`config.mk`:
```
export PLATFORM = sky130hd
export DESIGN_NAME = data_align_arb
export DESIGN_NICKNAME = d
export VERILOG_FILES = /design/src/rtl/data_align_arb.sv
export SDC_FILE = /design/constraint.sdc
export NUM_CORES = 1
export LEC_CHECK = 0
export CAP_MARGIN = 20
export CORE_MARGIN = 4
export CORE_UTILIZATION = 38
export CTS_CLUSTER_SIZE = 24
export DETAILED_ROUTE_END_ITERATION = 10
export MAX_ROUTING_LAYER = met4
export PLACE_DENSITY = 0.87
export SLEW_MARGIN = 20
export SYNTH_ARGS = -nofsm -noshare
export SYNTH_HDL_FRONTEND = slang
export SYNTH_SLANG_ARGS = --single-unit
```
`constraint.sdc`:
```
create_clock -name clk_i -period 4.9 [get_ports clk_i]
set_input_delay 0.49 -clock clk_i [delete_from_list [all_inputs] [get_ports clk_i]]
set_output_delay 0.49 -clock clk_i [all_outputs]
set_load 0.03 [all_outputs]
```
`src/rtl/data_align_arb.sv`:
```
// data_align_arb: round-robin packet arbiter that merges N_SRC beat streams
// into the single input of a data aligner, one whole packet at a time.
//
// state | meaning
// ------+----------------------------------------------------------------
// IDLE  | no packet owns the output; pick next requester (one-cycle bubble)
// GRANT | source grant_idx owns the output until its last beat is accepted
module data_align_arb #(
    parameter  int N_SRC  = 4,
    parameter  int DATA_W = 32,
    localparam int KEEP_W = DATA_W / 8,
    localparam int SRC_W  = $clog2(N_SRC)
) (
    input  logic                    clk_i,
    input  logic                    aresetn_i,
    input  logic [N_SRC*DATA_W-1:0] s_data_i,
    input  logic [N_SRC*KEEP_W-1:0] s_keep_i,
    input  logic [N_SRC-1:0]        s_last_i,
    input  logic [N_SRC-1:0]        s_valid_i,
    output logic [N_SRC-1:0]        s_ready_o,
    output logic [DATA_W-1:0]       m_data_o,
    output logic [KEEP_W-1:0]       m_keep_o,
    output logic                    m_last_o,
    output logic                    m_valid_o,
    input  logic                    m_ready_i,
    output logic [SRC_W-1:0]        m_src_o,
    output logic                    busy_o
);

    typedef enum logic {
        IDLE  = 1'b0,
        GRANT = 1'b1
    } state_t;

    state_t            state;
    logic [SRC_W-1:0]  ptr;
    logic [SRC_W-1:0]  grant_idx;
    logic [SRC_W-1:0]  grant_inc;
    logic [SRC_W-1:0]  scan_idx;
    logic [SRC_W-1:0]  arb_idx;
    logic              arb_found;
    logic              out_free;
    logic              accept;
    logic [DATA_W-1:0] sel_data;
    logic [KEEP_W-1:0] sel_keep;
    logic              sel_last;

    // Rotating-priority search: first valid source at ptr, ptr+1, ... mod N_SRC
    always_comb begin
        arb_found = 1'b0;
        arb_idx   = '0;
        scan_idx  = '0;
        for (int i = 0; i < N_SRC; i++) begin
            scan_idx = SRC_W'((int'(ptr) + i) % N_SRC);
            if (!arb_found && s_valid_i[scan_idx]) begin
                arb_found = 1'b1;
                arb_idx   = scan_idx;
            end
        end
    end

    // The output register can take a beat when empty or draining this cycle
    assign out_free  = !m_valid_o || m_ready_i;
    assign accept    = (state == GRANT) && s_valid_i[grant_idx] && out_free;
    assign sel_data  = s_data_i[grant_idx*DATA_W +: DATA_W];
    assign sel_keep  = s_keep_i[grant_idx*KEEP_W +: KEEP_W];
    assign sel_last  = s_last_i[grant_idx];
    assign grant_inc = (grant_idx == SRC_W'(N_SRC - 1)) ? '0 : grant_idx + SRC_W'(1);
    assign busy_o    = (state == GRANT);

    // Only the granted source sees ready, and only while in GRANT
    always_comb begin
        s_ready_o = '0;
        if (state == GRANT) begin
            s_ready_o[grant_idx] = out_free;
        end
    end

    // Arbitration state, round-robin pointer and the registered output beat
    always_ff @(posedge clk_i or negedge aresetn_i) begin
        if (!aresetn_i) begin
            state     <= IDLE;
            ptr       <= '0;
            grant_idx <= '0;
            m_valid_o <= 1'b0;
            m_data_o  <= '0;
            m_keep_o  <= '0;
            m_last_o  <= 1'b0;
            m_src_o   <= '0;
        end else begin
            if (accept) begin
                m_valid_o <= 1'b1;
                m_data_o  <= sel_data;
                m_keep_o  <= sel_keep;
                m_last_o  <= sel_last;
                m_src_o   <= grant_idx;
            end else if (m_ready_i) begin
                m_valid_o <= 1'b0;
            end

            case (state)
                IDLE: begin
                    if (arb_found) begin
                        state     <= GRANT;
                        grant_idx <= arb_idx;
                    end
                end
                GRANT: begin
                    // Grant is held until the last beat, even if valid drops
                    if (accept && sel_last) begin
                        state <= IDLE;
                        ptr   <= grant_inc;
                    end
                end
                default: state <= IDLE;
            endcase
        end
    end

endmodule
```
==> impl_metrics.yaml, run 1 <==
synth:
  syn-num-nets: 343
  synthDistinctLibCells: 31
  yosysTopAreaCellShare_pct: 39.82
  synthArstFlopShare_pct: 100.0
  syn_avg_cell_area_sq_um: 15.37
  synth_most_common_cell: "dfrtp_1"
  syn_area_sq_um: 2828
  netlist_instances: 184
  synth_ff_type: "dfrtp_1"
  ys_seq_elements: 45
  synth_commonest_cells: "dfrtp_1, mux4_2, mux2_2"
  synth_top_cell_by_area: "dfrtp_1"
  yosys_warnings: 0
  synth_edf_count: 0
  synth_area_leaders: "dfrtp_1, mux4_2, mux2_2, mux2_1, ha_1"
  seq_area_frac_synth_pct: 39.82
job:
  maxCapViolCount: 0
floorplan:
  die_w_microns: 94.27
  fp-row-count: 31
  start_util_pct: 38.99
  die_h_microns: 94.27
  fp.dieArea_sq_um: 8886
  core_sq_um: 7253
  io_pins: 200
critical_path:
  required_ps: 4410
  crit_chain: "buf_4 > inv_1 > ha_1 > and3_1 > clkdlybuf4s50_1"
  critPathLaunchType: "flop"
  criticalPathCategory: "flop to primary output"
  cp.arrival_ps: 2710
  critPathMaxFanout: 22
  cp-end-kind: "primary output"
  slowest_stage: "dfrtp_2"
  critPathMaxStageDelay_ps: 820
sta:
  finalMaxSlewViolations: 0
  setup_tns_ps: 0
  fin_ws_ps: 1696
  fmax_mhz: 312.1
  rsz0062_at_grt: "false"
  period_share_pct: 65.39
  fin_skew_ps: 3.407
  setup_viol: 0
  worstMarginPinSlew_ps: 999.4
  hold_violations: 0
  fin_crit_ps: 3204
  relSlewSlack_pct: 33.37
hold_path:
  hold_path.class: "input pin to async pin"
placed_design:
  portBuffers: 199
  place.gp.congestion: 0.7874
  place_area_sq_um: 4840
  dpl.hpwl_microns: 7172
  dp_slack_ps: 1848
cells_and_area:
  layout-drive-gt1-share_pct: 21.33
  nets: 534
  antenna_cells: 0
  multi_input_area_sq_um: 1582
  final_area_sq_um: 4928
  seq_area_sq_um: 1129
  fin_util_pct: 67.95
  area_delta_synth_final_pct: 74.29
  fillers: 550
clocking:
  root_buffer: "clkbuf_8"
  path_clk_slew_ps: 80
  clk_latency_ps: 280
  cts_setup_buffers: 0
  ctsHoldBuffers: 0
  htreeDepth: 2
  cts.path.max_buffers: 2
  cts_tree: "done"
  cts_resized: 0
  numCtsBuffers: 5
  cts_sinks: 45
global_routing:
  grt_pass1_wl_microns: 13430
  grtUsageMet3_pct: 3.686
  gr-max-usage-layer: "met2"
  met2_usage_pct: 37.71
  grtUsageMet1_pct: 22.12
  grt_max_degree: 46
  track_usage_pct: 20.27
  grt_pass1_vias: 2708
  overflow: 0
  grt_antenna_before_repair: 0
power:
  ir_worst_vdd_v: 0.0003161
  powerDensity_nw_per_um2: 560.5
  power.leakage_nw: 1.883
detailed_routing:
  wl_microns: 8768
  drt_first_pass_iters: 4
  viasPerCell: 5.152
  drt_iter0_markers: 44
  route.detailed.drc: 0
  ant_nets: 0
  wl_per_cell_microns: 18.50
  vias: 2442
status:
  status: "complete, no violations"
[path summary, 6_finish.rpt]
kind,from,to,slack [ps],cells past startpoint
max,grant_idx[0],s_ready_o[2],1700,5
min,aresetn_i,m_data_o[20],190,1
max reg2reg,grant_idx[1],m_data_o[25],1920,3
min reg2reg,m_last_o,m_last_o,480,2
max in group asynchronous,aresetn_i,grant_idx[1],4290,1
min in group clk_i,m_last_o,m_last_o,480,2
[power breakdown]
part | switching (mW) | internal [mW]
Sequential | 0.214 | 0.569
Combinational | 0.794 | 0.961
Clock | 0.113 | 0.112
[metal layers]
layer	routed length, microns	part of all wire (%)
met4	144	1.6
met1	3046	35
met3	567	6.5
met5	0	0
met2	5009	57
[area by class of cell]
type                            instances  share of cell area [%]
Sequential cell                        45                   22.90
Multi-Input combinational cell        120                   32.09
Tap cell                               99                   2.513
Inverter                                3                  0.2285
Timing Repair Buffer                  200                   40.52
Clock buffer                            7                   1.752
[cell usage in the layout (no fill, tap or decap)]
cell,instances
a31oi_1,1
ha_1,4
clkbuf_1,1
dfrtp_1,43
clkdlybuf4s50_1,198
nand2_1,8
mux2_1,7
o31ai_1,1
o221ai_1,1
nor3_1,1
nand4_1,1
mux2_2,31
nand3b_1,2
or4_1,1
nand3_2,1
nor2b_1,3
mux2i_1,2
nor2_1,1
o2bb2ai_1,1
o32ai_1,1
dfrtp_2,2
clkbuf_8,6
buf_4,2
o21a_1,2
nand2b_1,2
o21ai_0,4
inv_1,3
and3_1,4
mux4_2,38
a22o_1,1
a21oi_1,2
[cells by family (layout without fill, tap and decap cells)]
logic type / count (synthesis) / count (layout) / share of synthesized area (%)
adders and majority gates: 4 / 4 / 1.770
AOI/OAI and AO/OA: 14 / 14 / 3.319
and+or+nand+nor: 24 / 24 / 4.734
buffers and inverters: 19 / 210 / 4.247
DFF: 45 / 45 / 39.82
muxes: 78 / 78 / 46.11
[through the flow]
| step | total power [mW] | hold slack [ps] | std cells |
|---|---|---|---|
| after floorplan | 1.931 | 194.4 | 184 |
| after global placement | 2.525 | 460.0 | 467 |
| after detailed placement | 2.574 | 466.7 | 467 |
| after CTS | 2.808 | 400.8 | 474 |
| after global routing | 2.934 | 231.4 | 474 |
| final | 2.762 | 190.0 | 474 |
[registers in the layout, summed over array words and instances (netlist names)]
name,flops
m_src_o,2
grant_idx,2
m_valid_o,1
m_keep_o,4
ptr,2
m_last_o,1
busy_o,1
m_data_o,32
[critical path: cells and delay by family (launching register included)]
kind,cells,cell delay (ps)
buf+inv,3,1210
flops,1,820
fa+ha+maj,1,210
simple gates,1,160
(Power assumes the default switching activity.)
==> run 2, diff against run 1 <==
--- a/config.mk
+++ b/config.mk
@@ -7,11 +7,11 @@
 export LEC_CHECK = 0
 export CAP_MARGIN = 20
 export CORE_MARGIN = 4
-export CORE_UTILIZATION = 38
+export CORE_UTILIZATION = 32
 export CTS_CLUSTER_SIZE = 24
 export DETAILED_ROUTE_END_ITERATION = 10
 export MAX_ROUTING_LAYER = met4
-export PLACE_DENSITY = 0.87
+export PLACE_DENSITY = 0.78
 export SLEW_MARGIN = 20
 export SYNTH_ARGS = -nofsm -noshare
 export SYNTH_HDL_FRONTEND = slang
==> constraint.sdc (replaced) <==
create_clock -name clk_i -period 2.6 [get_ports clk_i]
set_input_delay 0.26 -clock clk_i [delete_from_list [all_inputs] [get_ports clk_i]]
set_output_delay 0.26 -clock clk_i [all_outputs]
set_load 0.03 [all_outputs]
==> run 2 against run 1 <==
  * Global-route usage decreased by 2.8 points
  * Combinational power increased by 100%
  * Critical path depth decreased by 1
  * Core utilization decreased by 10 points
  * Clock power increased by 100%
==> impl_metrics.yaml, run 2 (synthesis results as in run 1) <==
detailed_routing:
  viasPerCell: 5.012
  route.detailed.drc: 0
  drt_iter0_markers: 40
  wl_microns: 9136
  ant_nets: 0
  wl_per_cell_microns: 18.53
  vias: 2471
  drt_first_pass_iters: 4
critical_path:
  critPathMaxFanout: 14
  required_ps: 2340
  cp.arrival_ps: 2080
  critPathLaunchType: "flop"
  cp-end-kind: "primary output"
  criticalPathCategory: "flop to primary output"
status:
  status: "complete, no violations"
cells_and_area:
  antenna_cells: 0
  layout_commonest_cell: "clkdlybuf4s50_1"
  top_register: "m_data_o"
  reg.largest.list: "m_data_o x32, m_keep_o x4"
  fillers: 742
  nets: 543
  stdcell_count: 493
  area_delta_synth_final_pct: 77.43
  final_cell_mix: "clkdlybuf4s50_1, dfrtp_1, mux4_2, mux2_2, buf_4"
  largest_reg_flops: 32
  layout-drive-gt1-share_pct: 23.38
power:
  powerDensity_nw_per_um2: 1055
  power.leakage_nw: 1.932
  ir_worst_vdd_v: 0.0005298
  finalPower_mw: 5.292
global_routing:
  grt_pass1_wl_microns: 13500
  grtUsageMet1_pct: 18.98
  grt_max_degree: 23
  grt_pass1_vias: 2650
  met2_usage_pct: 32.83
  grtUsageMet3_pct: 3.618
  overflow: 0
  grt_antenna_before_repair: 0
  track_usage_pct: 17.46
  gr-max-usage-layer: "met2"
sta:
  fin_skew_ps: 9.088
  setup_tns_ps: 0
  worstMarginPinSlew_ps: 449.4
  period_share_pct: 89.84
  setup_viol: 0
  relSlewSlack_pct: 70.04
  fmax_mhz: 428.1
  finalMaxSlewViolations: 0
  hold_violations: 0
  fin_crit_ps: 2336
  rsz0062_at_grt: "false"
  fin_ws_ps: 264.1
clocking:
  clk_latency_ps: 290
  root_buffer: "clkbuf_8"
  path_clk_slew_ps: 90
  htreeDepth: 2
  numCtsBuffers: 5
  cts_resized: 0
  cts_sinks: 45
  cts_tree: "done"
  cts.path.max_buffers: 2
placed_design:
  dp_slack_ps: 344.1
  dp_cells: 484
  portBuffers: 199
  place.gp.congestion: 0.7909
  dpl.hpwl_microns: 7705
job:
  maxCapViolCount: 0
floorplan:
  fp.dieArea_sq_um: 10410
  fp-row-count: 34
  io_pins: 200
  start_util_pct: 32.58
  die_w_microns: 102.0
  die_h_microns: 102.0
  core_sq_um: 8678
hold_path:
  hold_path.class: "input pin to async pin"
## run 2: cell types whose count changed in the layout (fill, tap and decap cells not counted), sizes merged
cell and delta:
buf +8, clkinv +2, dlygate4sd3 +1, clkbuf -1
## run 2: repair_timing
item	in CTS	in global routing
hold buffers	1	0
hold endpoints to repair	18	0
setup buffers	0	0
## run 2: final cells by class
class                           count  area [sq um]  area share, %
Timing Repair Buffer              209          2064          41.15
Tap cell                          108         135.1          2.693
Multi-Input combinational cell    120          1582          31.52
Clock buffer                        6         82.58          1.646
Sequential cell                    45          1129          22.49
Clock inverter                      2         13.76         0.2743
Inverter                            3         11.26         0.2244
## run 2: worst paths after layout
kind | from | end | slack, ps | cells past startpoint
max | grant_idx[0] | s_ready_o[1] | 260 | 4
min | aresetn_i | m_data_o[31] | 440 | 2
max reg2reg | grant_idx[0] | ptr[1] | 620 | 4
min reg2reg | m_src_o[1] | m_src_o[1] | 490 | 2
max in group asynchronous | aresetn_i | grant_idx[1] | 1570 | 3
min in group clk_i | m_src_o[1] | m_src_o[1] | 490 | 2
## run 2: per-layer routing
layer / wire length [microns] / vias up
met1: 3260 / 1258
met5: 0 / -
met2: 5234 / 81
li1: - / 1130
met3: 586 / 2
met4: 54 / 0
## run 2: worst max-delay path, stage by stage (launching register included)
cell and delay [ps]:
dfrtp_2 450, buf_4 310, ha_1 200, and3_1 140, clkdlybuf4s50_1 690
## run 2: power breakdown
part,switching [mW],internal [mW],leakage (nW)
Combinational,1.68,1.85,1.35
Sequential,0.237,1.08,0.527
Clock,0.235,0.216,0.0512
## run 2: through the flow
step / hold WS, ps / util [%] / instance area, sq um
after floorplan: -35.59 / - / 2828
after global placement: 231.8 / 56.59 / 4911
after detailed placement: 235.8 / 56.59 / 4911
after CTS: 462.1 / 57.81 / 5017
after global routing: 464.2 / 57.81 / 5017
final: 442.6 / 57.81 / 5017
==> run 3, diff against run 2 <==
--- a/config.mk
+++ b/config.mk
@@ -8,10 +8,12 @@
 export CAP_MARGIN = 20
 export CORE_MARGIN = 4
 export CORE_UTILIZATION = 32
+export CTS_CLUSTER_DIAMETER = 150
 export CTS_CLUSTER_SIZE = 24
 export DETAILED_ROUTE_END_ITERATION = 10
 export MAX_ROUTING_LAYER = met4
 export PLACE_DENSITY = 0.78
+export SETUP_SLACK_MARGIN = 0.05
 export SLEW_MARGIN = 20
 export SYNTH_ARGS = -nofsm -noshare
 export SYNTH_HDL_FRONTEND = slang
==> results of run 3 <==
No change in the layout: final DEF, timing and power equal those of run 2.
